--- config.mk ---
export PLATFORM = sky130hd
export DESIGN_NAME = fc_weight_addr_gen
export DESIGN_NICKNAME = d
export VERILOG_FILES = /design/src/rtl/fc_weight_addr_gen.sv
export SDC_FILE = /design/constraint.sdc
export NUM_CORES = 1
export LEC_CHECK = 0
export ABC_CLOCK_PERIOD_IN_PS = 3460
export CORE_UTILIZATION = 52
export CTS_CLUSTER_DIAMETER = 150
export DETAILED_ROUTE_END_ITERATION = 8
export MAX_ROUTING_LAYER = met4
export PLACE_DENSITY = 0.79
export SYNTH_ARGS = -nofsm -noshare
export SYNTH_HDL_FRONTEND = slang
export SYNTH_SLANG_ARGS = --single-unit
--- constraint.sdc ---
create_clock -name clk -period 3.46 [get_ports clk]
set_input_delay 0.519 -clock clk [delete_from_list [all_inputs] [get_ports clk]]
set_output_delay 0.519 -clock clk [all_outputs]
set_load 0.05 [all_outputs]
--- src/rtl/fc_weight_addr_gen.sv ---
// Address/control sequencer for the FC weight ROM bank: walks a layer fold by fold
// (COLS kernels per fold, KERNEL_SIZE elements each) and emits latency-aligned valid/mask.
module fc_weight_addr_gen #(
    parameter int COLS        = 8,
    parameter int ABS_ADDR_DW = 16,
    parameter int FOLD_GAP    = 2
) (
    input  logic                   clk,
    input  logic                   rst_n,
    input  logic                   start,
    input  logic [15:0]            KERNEL_NUM,
    input  logic [15:0]            KERNEL_SIZE,
    input  logic                   mem_sig,
    input  logic                   ready,
    output logic [15:0]            addr_r,
    output logic [ABS_ADDR_DW-1:0] base_addr,
    output logic [15:0]            rom_select,
    output logic                   data_out_valid,
    output logic                   rd_vld,
    output logic [COLS-1:0]        col_mask,
    output logic                   fold_last,
    output logic                   busy,
    output logic                   done
);
    localparam int GW = (FOLD_GAP > 1) ? $clog2(FOLD_GAP) : 1;
    localparam logic [GW-1:0] GAP_INIT = (FOLD_GAP > 0) ? GW'(FOLD_GAP - 1) : '0;

    typedef enum logic [2:0] {IDLE, WAIT_INIT, STREAM, GAP, FINISH} state_t;

    state_t                 state_q, state_d;
    logic [15:0]            kn_q, kn_d, ks_q, ks_d;
    logic [15:0]            elem_q, elem_d, sel_q, sel_d;
    logic [ABS_ADDR_DW-1:0] base_q, base_d;
    logic [GW-1:0]          gap_q, gap_d;
    logic [15:0]            addr_r_q, addr_r_d, rom_select_q, rom_select_d;
    logic [ABS_ADDR_DW-1:0] base_addr_q, base_addr_d;
    logic                   dov_q, dov_d, last_q, last_d;
    logic                   rd_vld_q, rd_vld_d, fold_last_q, fold_last_d;
    logic [COLS-1:0]        col_mask_q, col_mask_d, mask_cur;
    logic                   busy_q, busy_d, done_q, done_d;
    logic                   last_elem, last_fold;

    // Columns past the final kernel of the layer are masked; 17-bit compare avoids wrap.
    for (genvar j = 0; j < COLS; j++) begin : g_mask
        assign mask_cur[j] = ({1'b0, rom_select_q} + 17'(j)) < {1'b0, kn_q};
    end

    assign last_elem = (elem_q == ks_q - 16'd1);
    assign last_fold = ({1'b0, sel_q} + 17'(COLS)) >= {1'b0, kn_q};

    always_comb begin
        state_d      = state_q;
        kn_d         = kn_q;
        ks_d         = ks_q;
        elem_d       = elem_q;
        sel_d        = sel_q;
        base_d       = base_q;
        gap_d        = gap_q;
        addr_r_d     = addr_r_q;
        base_addr_d  = base_addr_q;
        rom_select_d = rom_select_q;
        dov_d        = 1'b0;
        last_d       = 1'b0;
        done_d       = 1'b0;
        rd_vld_d     = dov_q;
        fold_last_d  = dov_q & last_q;
        col_mask_d   = dov_q ? mask_cur : '0;

        case (state_q)
            IDLE: begin
                if (start) begin
                    kn_d    = KERNEL_NUM;
                    ks_d    = KERNEL_SIZE;
                    elem_d  = '0;
                    sel_d   = '0;
                    base_d  = '0;
                    state_d = (KERNEL_NUM == 16'd0 || KERNEL_SIZE == 16'd0) ? FINISH : WAIT_INIT;
                end
            end
            WAIT_INIT: begin
                if (mem_sig) state_d = STREAM;
            end
            STREAM: begin
                if (ready) begin
                    dov_d        = 1'b1;
                    addr_r_d     = elem_q;
                    base_addr_d  = base_q;
                    rom_select_d = sel_q;
                    last_d       = last_elem;
                    if (last_elem) begin
                        elem_d = '0;
                        sel_d  = sel_q + 16'(COLS);
                        base_d = base_q + ABS_ADDR_DW'(ks_q);
                        if (last_fold) begin
                            state_d = FINISH;
                        end else if (FOLD_GAP > 0) begin
                            state_d = GAP;
                            gap_d   = GAP_INIT;
                        end
                    end else begin
                        elem_d = elem_q + 16'd1;
                    end
                end
            end
            GAP: begin
                if (gap_q == '0) state_d = STREAM;
                else             gap_d   = gap_q - 1'b1;
            end
            FINISH: begin
                // The final rd_vld is produced on this same edge, so done lines up with it.
                done_d       = 1'b1;
                state_d      = IDLE;
                addr_r_d     = '0;
                base_addr_d  = '0;
                rom_select_d = '0;
                elem_d       = '0;
                sel_d        = '0;
                base_d       = '0;
            end
            default: state_d = IDLE;
        endcase

        busy_d = (state_d != IDLE);
    end

    always_ff @(posedge clk or negedge rst_n) begin
        if (!rst_n) begin
            state_q      <= IDLE;
            kn_q         <= '0;
            ks_q         <= '0;
            elem_q       <= '0;
            sel_q        <= '0;
            base_q       <= '0;
            gap_q        <= '0;
            addr_r_q     <= '0;
            base_addr_q  <= '0;
            rom_select_q <= '0;
            dov_q        <= 1'b0;
            last_q       <= 1'b0;
            rd_vld_q     <= 1'b0;
            fold_last_q  <= 1'b0;
            col_mask_q   <= '0;
            busy_q       <= 1'b0;
            done_q       <= 1'b0;
        end else begin
            state_q      <= state_d;
            kn_q         <= kn_d;
            ks_q         <= ks_d;
            elem_q       <= elem_d;
            sel_q        <= sel_d;
            base_q       <= base_d;
            gap_q        <= gap_d;
            addr_r_q     <= addr_r_d;
            base_addr_q  <= base_addr_d;
            rom_select_q <= rom_select_d;
            dov_q        <= dov_d;
            last_q       <= last_d;
            rd_vld_q     <= rd_vld_d;
            fold_last_q  <= fold_last_d;
            col_mask_q   <= col_mask_d;
            busy_q       <= busy_d;
            done_q       <= done_d;
        end
    end

    assign addr_r         = addr_r_q;
    assign base_addr      = base_addr_q;
    assign rom_select     = rom_select_q;
    assign data_out_valid = dov_q;
    assign rd_vld         = rd_vld_q;
    assign col_mask       = col_mask_q;
    assign fold_last      = fold_last_q;
    assign busy           = busy_q;
    assign done           = done_q;
endmodule

==> results.yml, run 1 <==
status:
  outcome: "finished, final reports clean"
cts:
  clockRootBuffer: "clkbuf_16"
  cts_inserted_buffers: 17
  hold_buffers: 0
  clk_latency_ns: 0.43
  clkTransAtPathRegs_ns: 0.06
  cts_tree: "built"
  h-tree-depth: 4
  cts_num_sinks: 141
  cts.path.max_buffers: 2
pwr:
  leakage_nw: 5.125
  swShare_pct: 42.42
  p_int_mw: 4.764
  vdd_drop_max_v: 0.0004448
  pwr_density_cell_mw_per_mm2: 759.9
  clockPowerShare_pct: 23.9
  switching_power_mw: 3.510
  power_mw: 8.274
  p_comb_share_pct: 46.1
  seq_power_share_pct: 30.0
synth:
  syn_area_mm2: 0.008937
  synthFlopType: "dfrtp_1"
  yosys_warnings: 0
  synth_top_area_share_pct: 39.48
  synthArstFlopShare_pct: 100.0
  ys_top_cells_by_count: "nand2_1 (176), dfrtp_1 (141), ha_1 (77), nand3_1 (74), o21ai_0 (62)"
  yosysUniqueCellTypes: 63
  avgSynthCellArea_um2: 8.919
  syn-num-nets: 1117
  synth-seq-area-share_pct: 39.48
  yosysMostFrequentCell: "nand2_1"
  yosysTopAreaCell: "dfrtp_1"
  netlist_instances: 1002
  ys_ff_latch: 141
  synth_edf_count: 0
  synth_area_leaders: "dfrtp_1 (39%), ha_1 (11%), nand2_1 (7.4%)"
sta:
  min_period_ns: 3.351
  timing.final.crit_share_pct: 96.85
  finalHoldViolations: 0
  fmax_mhz: 298.4
  worstMarginPinSlew_ns: 0.7743
  fin_skew_ns: 0.009453
  layout_setup_ws_ns: 0.1090
  slew_headroom_pct: 48.38
  final-setup-viol-count: 0
  final-max-slew-violation-count: 0
setup_path:
  cp-end-kind: "register"
  startpoint_type: "register"
  arrival_ns: 3.70
  cp.required_ns: 3.80
  critPathMaxFanout: 5
  worstSetupPathType: "reg2reg"
grt:
  grt_busiest_layer: "met2"
  grt_use_total_pct: 28.44
  use_met3_pct: 4.033
  grt_pass1_wl_um: 38540
  grt_pass1_vias: 7616
  antenna_found_initial: 0
  overflow: 0
  use_met1_pct: 34.30
  grt_max_degree: 82
  grt_util_met2_pct: 48.84
detailed_routing:
  wl_um: 23500
  wl_per_cell_um: 17.62
  postRouteAntennaNets: 0
  drc: 0
  routed-via-count: 7826
  drt_iter0_markers: 542
  viasPerCell: 5.867
  drtPass1Iterations: 5
floorplanning:
  die_x_um: 133.1
  die_y_um: 133.1
  rows: 47
  dieArea_mm2: 0.01772
  core_area_mm2: 0.01670
  start_util_pct: 53.51
  ioPinCount: 98
placement:
  io_buffers: 97
  dpl_cell_area_mm2: 0.01024
  dp_hpwl_um: 16890
  gp_congestion: 0.9158
  pre_cts_ws_ns: 0.04754
final_layout:
  syn_to_final_growth_pct: 21.83
  fin_nets: 1216
  layout-drive-gt1-share_pct: 8.259
  finalInstanceArea_mm2: 0.01089
  n_antenna_cell: 0
min_path:
  hold_class: "in2async"
job:
  max_cap_viol_count: 0
## area by class of cell
cell class              count  area, um2
fillers                  1413       5813
multi-input cells         781       5125
flip-flops and latches    141       3528
repair buffers            125       1195
clock buffers              19      442.9
well taps                 220      275.3
clock inverters            13      190.2
inverters                  35      131.4
## layer usage
layer / vias up / part of all wire [%] / routed length (um)
met5: - / 0 / 0
met4: 0 / 2.4 / 570
li1: 3758 / - / -
met1: 3774 / 43 / 10110
met2: 244 / 50 / 11800
met3: 50 / 4.3 / 1019
## power by group through the flow
stage                     Clock (mW)  Combinational, mW  Sequential, mW
after floorplan                    0               2.20            2.86
after global placement             0               3.63            2.49
after detailed placement           0               3.71            2.50
after CTS                       2.00               3.76            2.47
after global routing            2.06               4.17            2.54
final                           1.98               3.82            2.48
## registers in the layout, summed over array words and instances (netlist names), 13 cells and up
name / cells
kn_q: 16
addr_r: 16
sel_q: 13
rom_select: 14
elem_q: 16
base_addr: 16
ks_q: 16
base_q: 16
## worst paths after layout
kind | start | end | slack [ns] | depth (start not counted)
min in group clk | last_q$_DFF_PN0_ | fold_last$_DFF_PN0_ | 0.47 | 1
hold / removal | rst_n | kn_q[0]$_DFFE_PN0P_ | 0.15 | 1
setup / recovery | ks_q[0]$_DFFE_PN0P_ | base_q[15]$_DFFE_PN0P_ | 0.11 | 10
setup reg to reg | ks_q[0]$_DFFE_PN0P_ | base_q[15]$_DFFE_PN0P_ | 0.11 | 10
hold reg to reg | last_q$_DFF_PN0_ | fold_last$_DFF_PN0_ | 0.47 | 1
max in group asynchronous | rst_n | base_q[12]$_DFFE_PN0P_ | 2.44 | 2
## worst max-delay path, cell delays in order, from the launching register on
cell	delay, ns
dfrtp_1	0.38
inv_2	0.09
ha_4	0.16
or3b_4	0.40
or3_4	0.40
a2111oi_4	0.36
nand3_1	0.13
or4_4	0.53
or3_4	0.39
or3_1	0.34
o21ai_0	0.07
## metrics by stage
step	hold WS (ns)	util, %	setup TNS [ns]	cells
finish	0.1480	65.19	0	1334
global route	0.2163	65.19	-0.005868	1334
CTS	0.1737	65.12	0	1334
detailed placement	0.4696	61.33	0	1302
global placement	0.4632	61.33	0	1302
floorplan	0.2234	-	0	1002
## what timing repair did
action,4_1_cts,5_1_grt
setup buffers,0,0
endpoints found under the setup margin,0,7
resized for setup,0,4
## placed cells by master, fill, tap and decap left out, drive strengths merged, types with 7 or more instances in the layout
cell type      netlist  routed
clkbuf              38      19
buf                  7      29
and3                14      14
o21ai               63      63
nand2b               9       9
ha                  77      77
and2                 9       9
nor3                19      19
mux2                13      13
a21oi               47      47
dfrtp              141     141
o21a                 7       7
a21o                21      21
xor2                33      33
xnor2               47      47
nand4               15      15
clkdlybuf4s50        0      96
inv                 35      36
a22o                10      10
nor2                34      34
o31ai                9       9
nor4                20      20
nand3               74      74
nand2              176     176
## logic make-up after synthesis
kind of cell    Yosys count  synth area share (%)
simple gates            408                 22.06
xor+xnor                 80                 7.840
mux                      14                 1.750
buf+inv                  80                 3.458
compound gates          201                 14.41
fa+ha+maj                78                 11.00
flops                   141                 39.48
(Power assumes the default switching activity.)
==> run 2, diff against run 1 <==
ABC_CLOCK_PERIOD_IN_PS = 2700   (was 3460)
GPL_ROUTABILITY_DRIVEN = 0   (was not set)
RECOVER_POWER = 100   (was not set)
clock period = 2.7 ns   (was 3.46 ns; I/O delays follow)
==> run 2 against run 1 <==
The run now ends with max-capacitance violations, max-slew violations, negative setup slack left; combinational power is 64% higher; first-iteration DRC count is 18% higher; clock power is 27% higher; critical path depth increased by 1; non-clock buffer count grew 78; highest routed layer unchanged.
==> results.yml, run 2 (synthesis results as in run 1) <==
job:
  max_cap_viol_count: 1
sta:
  min_period_ns: 3.314
  layout_setup_ws_ns: -0.6136
  final-max-slew-violation-count: 60
  worstMarginPinSlew_ns: 1.534
  final-setup-viol-count: 51
  fin_skew_ns: 0.009664
  fmax_mhz: 301.8
  finalHoldViolations: 0
  slew_headroom_pct: -2.270
  rsz0062_at_grt: "yes"
  timing.final.crit_share_pct: 122.7
final_layout:
  final_common_cell: "nand2_1"
  layout-drive-gt1-share_pct: 21.04
  mostFrequentLayoutCells: "nand2_1 (155), dfrtp_1 (136), buf_4 (80), ha_1 (75), nand3_1 (72)"
  fin_nets: 1295
  syn_to_final_growth_pct: 36.20
  n_antenna_cell: 0
cts:
  cts_tree: "built"
  cts.path.max_buffers: 2
  h-tree-depth: 4
  cts_inserted_buffers: 17
  cts_num_sinks: 141
  clockRootBuffer: "clkbuf_16"
  clk_latency_ns: 0.44
  clkTransAtPathRegs_ns: 0.06
pwr:
  pwr_density_cell_mw_per_mm2: 977.5
  vdd_drop_max_v: 0.0006522
  power_mw: 11.90
  leakage_nw: 5.861
status:
  outcome: "finished with violations"
  violations: "max-capacitance violations, max-slew violations, negative setup slack"
detailed_routing:
  drc: 0
  drt_iter0_markers: 639
  viasPerCell: 6.071
  wl_met2_um: 13690
  routed-via-count: 8578
  postRouteAntennaNets: 0
  wl_met3_um: 1520
  wl_um: 26990
  drtPass1Iterations: 6
  m1WireLength_um: 10460
  wl_per_cell_um: 19.10
  top_layer: "met4"
floorplanning:
  start_util_pct: 53.51
  ioPinCount: 98
  core_area_mm2: 0.01670
  die_x_um: 133.1
  rows: 47
  dieArea_mm2: 0.01772
  die_y_um: 133.1
min_path:
  worstHoldStart: "last_q$_DFF_PN0_"
  hold_class: "reg2reg"
setup_path:
  startpoint_type: "register"
  cp-end-kind: "register"
  r2r_start: "ks_q[1]$_DFFE_PN0P_"
  arrival_ns: 3.68
  startpoint: "ks_q[1]$_DFFE_PN0P_"
  critPathMaxFanout: 2
  cp.required_ns: 3.06
  worstSetupPathType: "reg2reg"
grt:
  antenna_found_initial: 0
  overflow: 0
  grt_pass1_vias: 8666
  grt_use_total_pct: 31.13
  grt_max_degree: 60
  grt_pass1_wl_um: 42150
placement:
  pre_cts_ws_ns: -0.4767
  io_buffers: 97
  dp_hpwl_um: 17180
==> run 2: metal layers <==
metal	vias up	track usage [%]
met5	-	-
met4	0	16.92
met3	115	5.518
met2	387	53.03
met1	4144	34.74
li1	3932	-
==> run 2: repair_timing <==
action / in CTS / in global routing
gates cloned: 5 / 0
pin swaps: 33 / 29
setup buffers: 16 / 12
endpoints found under the hold margin: 56 / 0
setup endpoints to repair: 49 / 58
hold buffers: 1 / 0
gates resized for setup: 83 / 63
==> run 2: cell type report <==
cell class	instances	area (um2)
multi-input combinational	782	5699
clock buffer	17	425.4
clock inverter	15	197.7
tap	220	275.3
sequential	141	3535
fill	1129	4528
timing repair buffer	203	1907
inverter	35	133.9
==> run 2: critical path, stage by stage, from the launching register on <==
cell and delay, ns:
dfrtp_1 0.42, inv_2 0.11, ha_4 0.14, or3b_4 0.39, or3_4 0.38, a2111oi_4 0.33, nand3_1 0.14, or4_4 0.44
or3_4 0.39, buf_6 0.13, nor4_4 0.25, a21o_1 0.13
==> run 2: path summary, 6_finish.rpt <==
kind	end	slack, ns	depth (start not counted)
min in group asynchronous	kn_q[9]$_DFFE_PN0P_	0.89	2
min	fold_last$_DFF_PN0_	0.46	1
max	sel_q[8]$_DFFE_PN0P_	-0.61	11
max in group asynchronous	base_q[12]$_DFFE_PN0P_	0.29	3
min reg2reg	fold_last$_DFF_PN0_	0.46	1
max reg2reg	sel_q[8]$_DFFE_PN0P_	-0.61	11
==> run 2: per-stage QoR <==
stage	util, %	area [um2]	std cells	hold slack (ns)	setup TNS, ns
floorplan	-	9074	1002	0.1094	-5.837
global placement	64.41	10760	1358	0.4174	-9.038
detailed placement	64.41	10760	1358	0.4247	-11.82
CTS	71.42	11930	1407	0.4595	-12.45
global route	72.89	12170	1413	0.4744	-26.43
finish	72.89	12170	1413	0.4569	-19.31
==> run 2: where the power goes <==
part	total, mW	internal (mW)	switching [mW]
logic	6.27	2.42	3.85
registers	3.11	2.64	0.469
clock network	2.52	1.54	0.977
total	11.9	6.60	5.30
==> run 3, diff against run 2 <==
GPL_ROUTABILITY_DRIVEN = not set   (was 0)
SKIP_CTS_REPAIR_TIMING = 1   (was not set)
==> run 3 against run 2 <==
The flow finishes with violations (negative setup slack); hold slack lost 0.0032 ns; power shrank 7.4%; via count shrank 4.1%; count of clock-buffer cells in the layout grew 8; non-clock buffer count shrank 3; cell count shrank 0.28%; global-route usage shrank 2.8 points; critical path depth shrank 1; first-iteration DRC count shrank 37%; core utilization shrank 2.3 points; flip-flop and latch count is the same; critical path type unchanged.
==> results.yml, run 3 (synthesis results as in run 1) <==
sta:
  final-max-slew-violation-count: 0
  tns_ns: -22.52
  min_period_ns: 3.274
  layout_setup_ws_ns: -0.5740
  worstMarginPinSlew_ns: 1.383
  finalHoldViolations: 0
  fmax_mhz: 305.4
  fin_skew_ns: 0.008038
  rsz0062_at_grt: "yes"
  final-setup-viol-count: 62
  timing.final.crit_share_pct: 121.3
  slew_headroom_pct: 7.771
grt:
  grt_pass1_vias: 7940
  grt_max_degree: 56
  grt_use_total_pct: 28.30
  grt_pass1_wl_um: 38410
  antenna_found_initial: 0
  overflow: 0
cts:
  cts_tree: "built"
  h-tree-depth: 4
  clockRootBuffer: "clkbuf_16"
  clk_latency_ns: 0.43
  cts_num_sinks: 141
  cts_inserted_buffers: 17
  clkTransAtPathRegs_ns: 0.06
  cts.path.max_buffers: 2
pwr:
  leakage_nw: 5.703
  vdd_drop_max_v: 0.0007407
  power_mw: 11.01
  pwr_density_cell_mw_per_mm2: 934.5
setup_path:
  critPathMaxFanout: 3
  worstSetupPathType: "reg2reg"
  crit_slowest_cell: "or4_4"
  cpPeakStageDelay_ns: 0.45
  cp_common_cell: "or3_4"
  cp-end-kind: "register"
  startpoint_type: "register"
  crit_chain: "inv_2, ha_4, or3b_4, or3_4, a2111oi_4, nand3_1, or4_4, or3_4, or3_1, o21ai_2"
  arrival_ns: 3.63
  cp.required_ns: 3.06
detailed_routing:
  postRouteAntennaNets: 0
  routed-via-count: 8226
  drc: 0
  drtPass1Iterations: 5
  viasPerCell: 5.838
  wl_per_cell_um: 17.79
  drt_iter0_markers: 400
  wl_um: 25070
floorplanning:
  core_area_mm2: 0.01670
  ioPinCount: 98
  dieArea_mm2: 0.01772
  die_y_um: 133.1
  start_util_pct: 53.51
  die_x_um: 133.1
  rows: 47
final_layout:
  layout-drive-gt1-share_pct: 18.59
  mostFrequentLayoutCells: "nand2_1 (161), dfrtp_1 (136), buf_4 (82), ha_1 (74), nand3_1 (72)"
  fin_nets: 1292
  n_antenna_cell: 0
  fillers: 1244
  syn_to_final_growth_pct: 31.86
  fin_util_pct: 70.56
  final_common_cell: "nand2_1"
placement:
  dp_hpwl_um: 17570
  gp_congestion: 0.8985
  io_buffers: 97
  pre_cts_ws_ns: -0.5079
status:
  outcome: "finished with violations"
  violations: "negative setup slack"
job:
  max_cap_viol_count: 0
min_path:
  hold_class: "reg2reg"
run 3: changes by cell type in the layout (fill, tap and decap cells not counted), moves of 5 or more:
cell,previous run,this run
clkinv_4,6,0
nand2_1,155,161
clkbuf_8,0,5
nand2_4,13,8
nor4_4,7,2
o21ai_0,42,47
run 3: metrics by stage:
step	hold WS [ns]	instance area [um2]	cells
global route	0.4812	11790	1409
detailed placement	0.3961	10790	1362
CTS	-0.05660	11330	1393
floorplan	0.1094	9074	1002
global placement	0.3955	10790	1362
finish	0.4537	11790	1409
run 3: worst paths after layout:
kind / start / endpoint / slack [ns] / cells after the start
worst max-delay path: ks_q[0]$_DFFE_PN0P_ / base_q[15]$_DFFE_PN0P_ / -0.57 / 10
worst min-delay path: last_q$_DFF_PN0_ / fold_last$_DFF_PN0_ / 0.45 / 1
worst max register to register: ks_q[0]$_DFFE_PN0P_ / base_q[15]$_DFFE_PN0P_ / -0.57 / 10
worst min register to register: last_q$_DFF_PN0_ / fold_last$_DFF_PN0_ / 0.45 / 1
max in group asynchronous: rst_n / ks_q[14]$_DFFE_PN0P_ / 0.48 / 3
min in group asynchronous: rst_n / col_mask[2]$_DFF_PN0_ / 0.83 / 2
run 3: worst max-delay path, delay by kind of cell, from the launching register on:
kind | cells | cell delay, ns
AOI/OAI and AO/OA | 2 | 0.47
adders and majority gates | 1 | 0.13
buffers and inverters | 1 | 0.09
DFF | 1 | 0.39
and+or+nand+nor | 6 | 2.12
run 3: where the power goes:
part / leakage, nW / total, mW / switching [mW] / internal [mW]
clock network: 0.265 / 2.19 / 0.902 / 1.28
logic: 3.61 / 5.76 / 3.50 / 2.26
registers: 1.83 / 3.07 / 0.422 / 2.64
run 3: area by class of cell:
class,instances,area (um2),share of cell area [%]
clock buffers,25,505.5,4.289
flip-flops and latches,141,3535,29.99
repair buffers,200,1822,15.46
multi-input cells,782,5482,46.51
inverters,35,131.4,1.115
clock inverters,6,35.03,0.2973
well taps,220,275.3,2.336
run 3: per-layer routing:
layer	vias to the layer above	track usage (%)	share of wire (%)
li1	3909	-	-
met1	3978	33.09	40
met2	279	48.05	51
met3	60	4.642	5.3
met4	0	12.50	3.3
met5	-	-	0
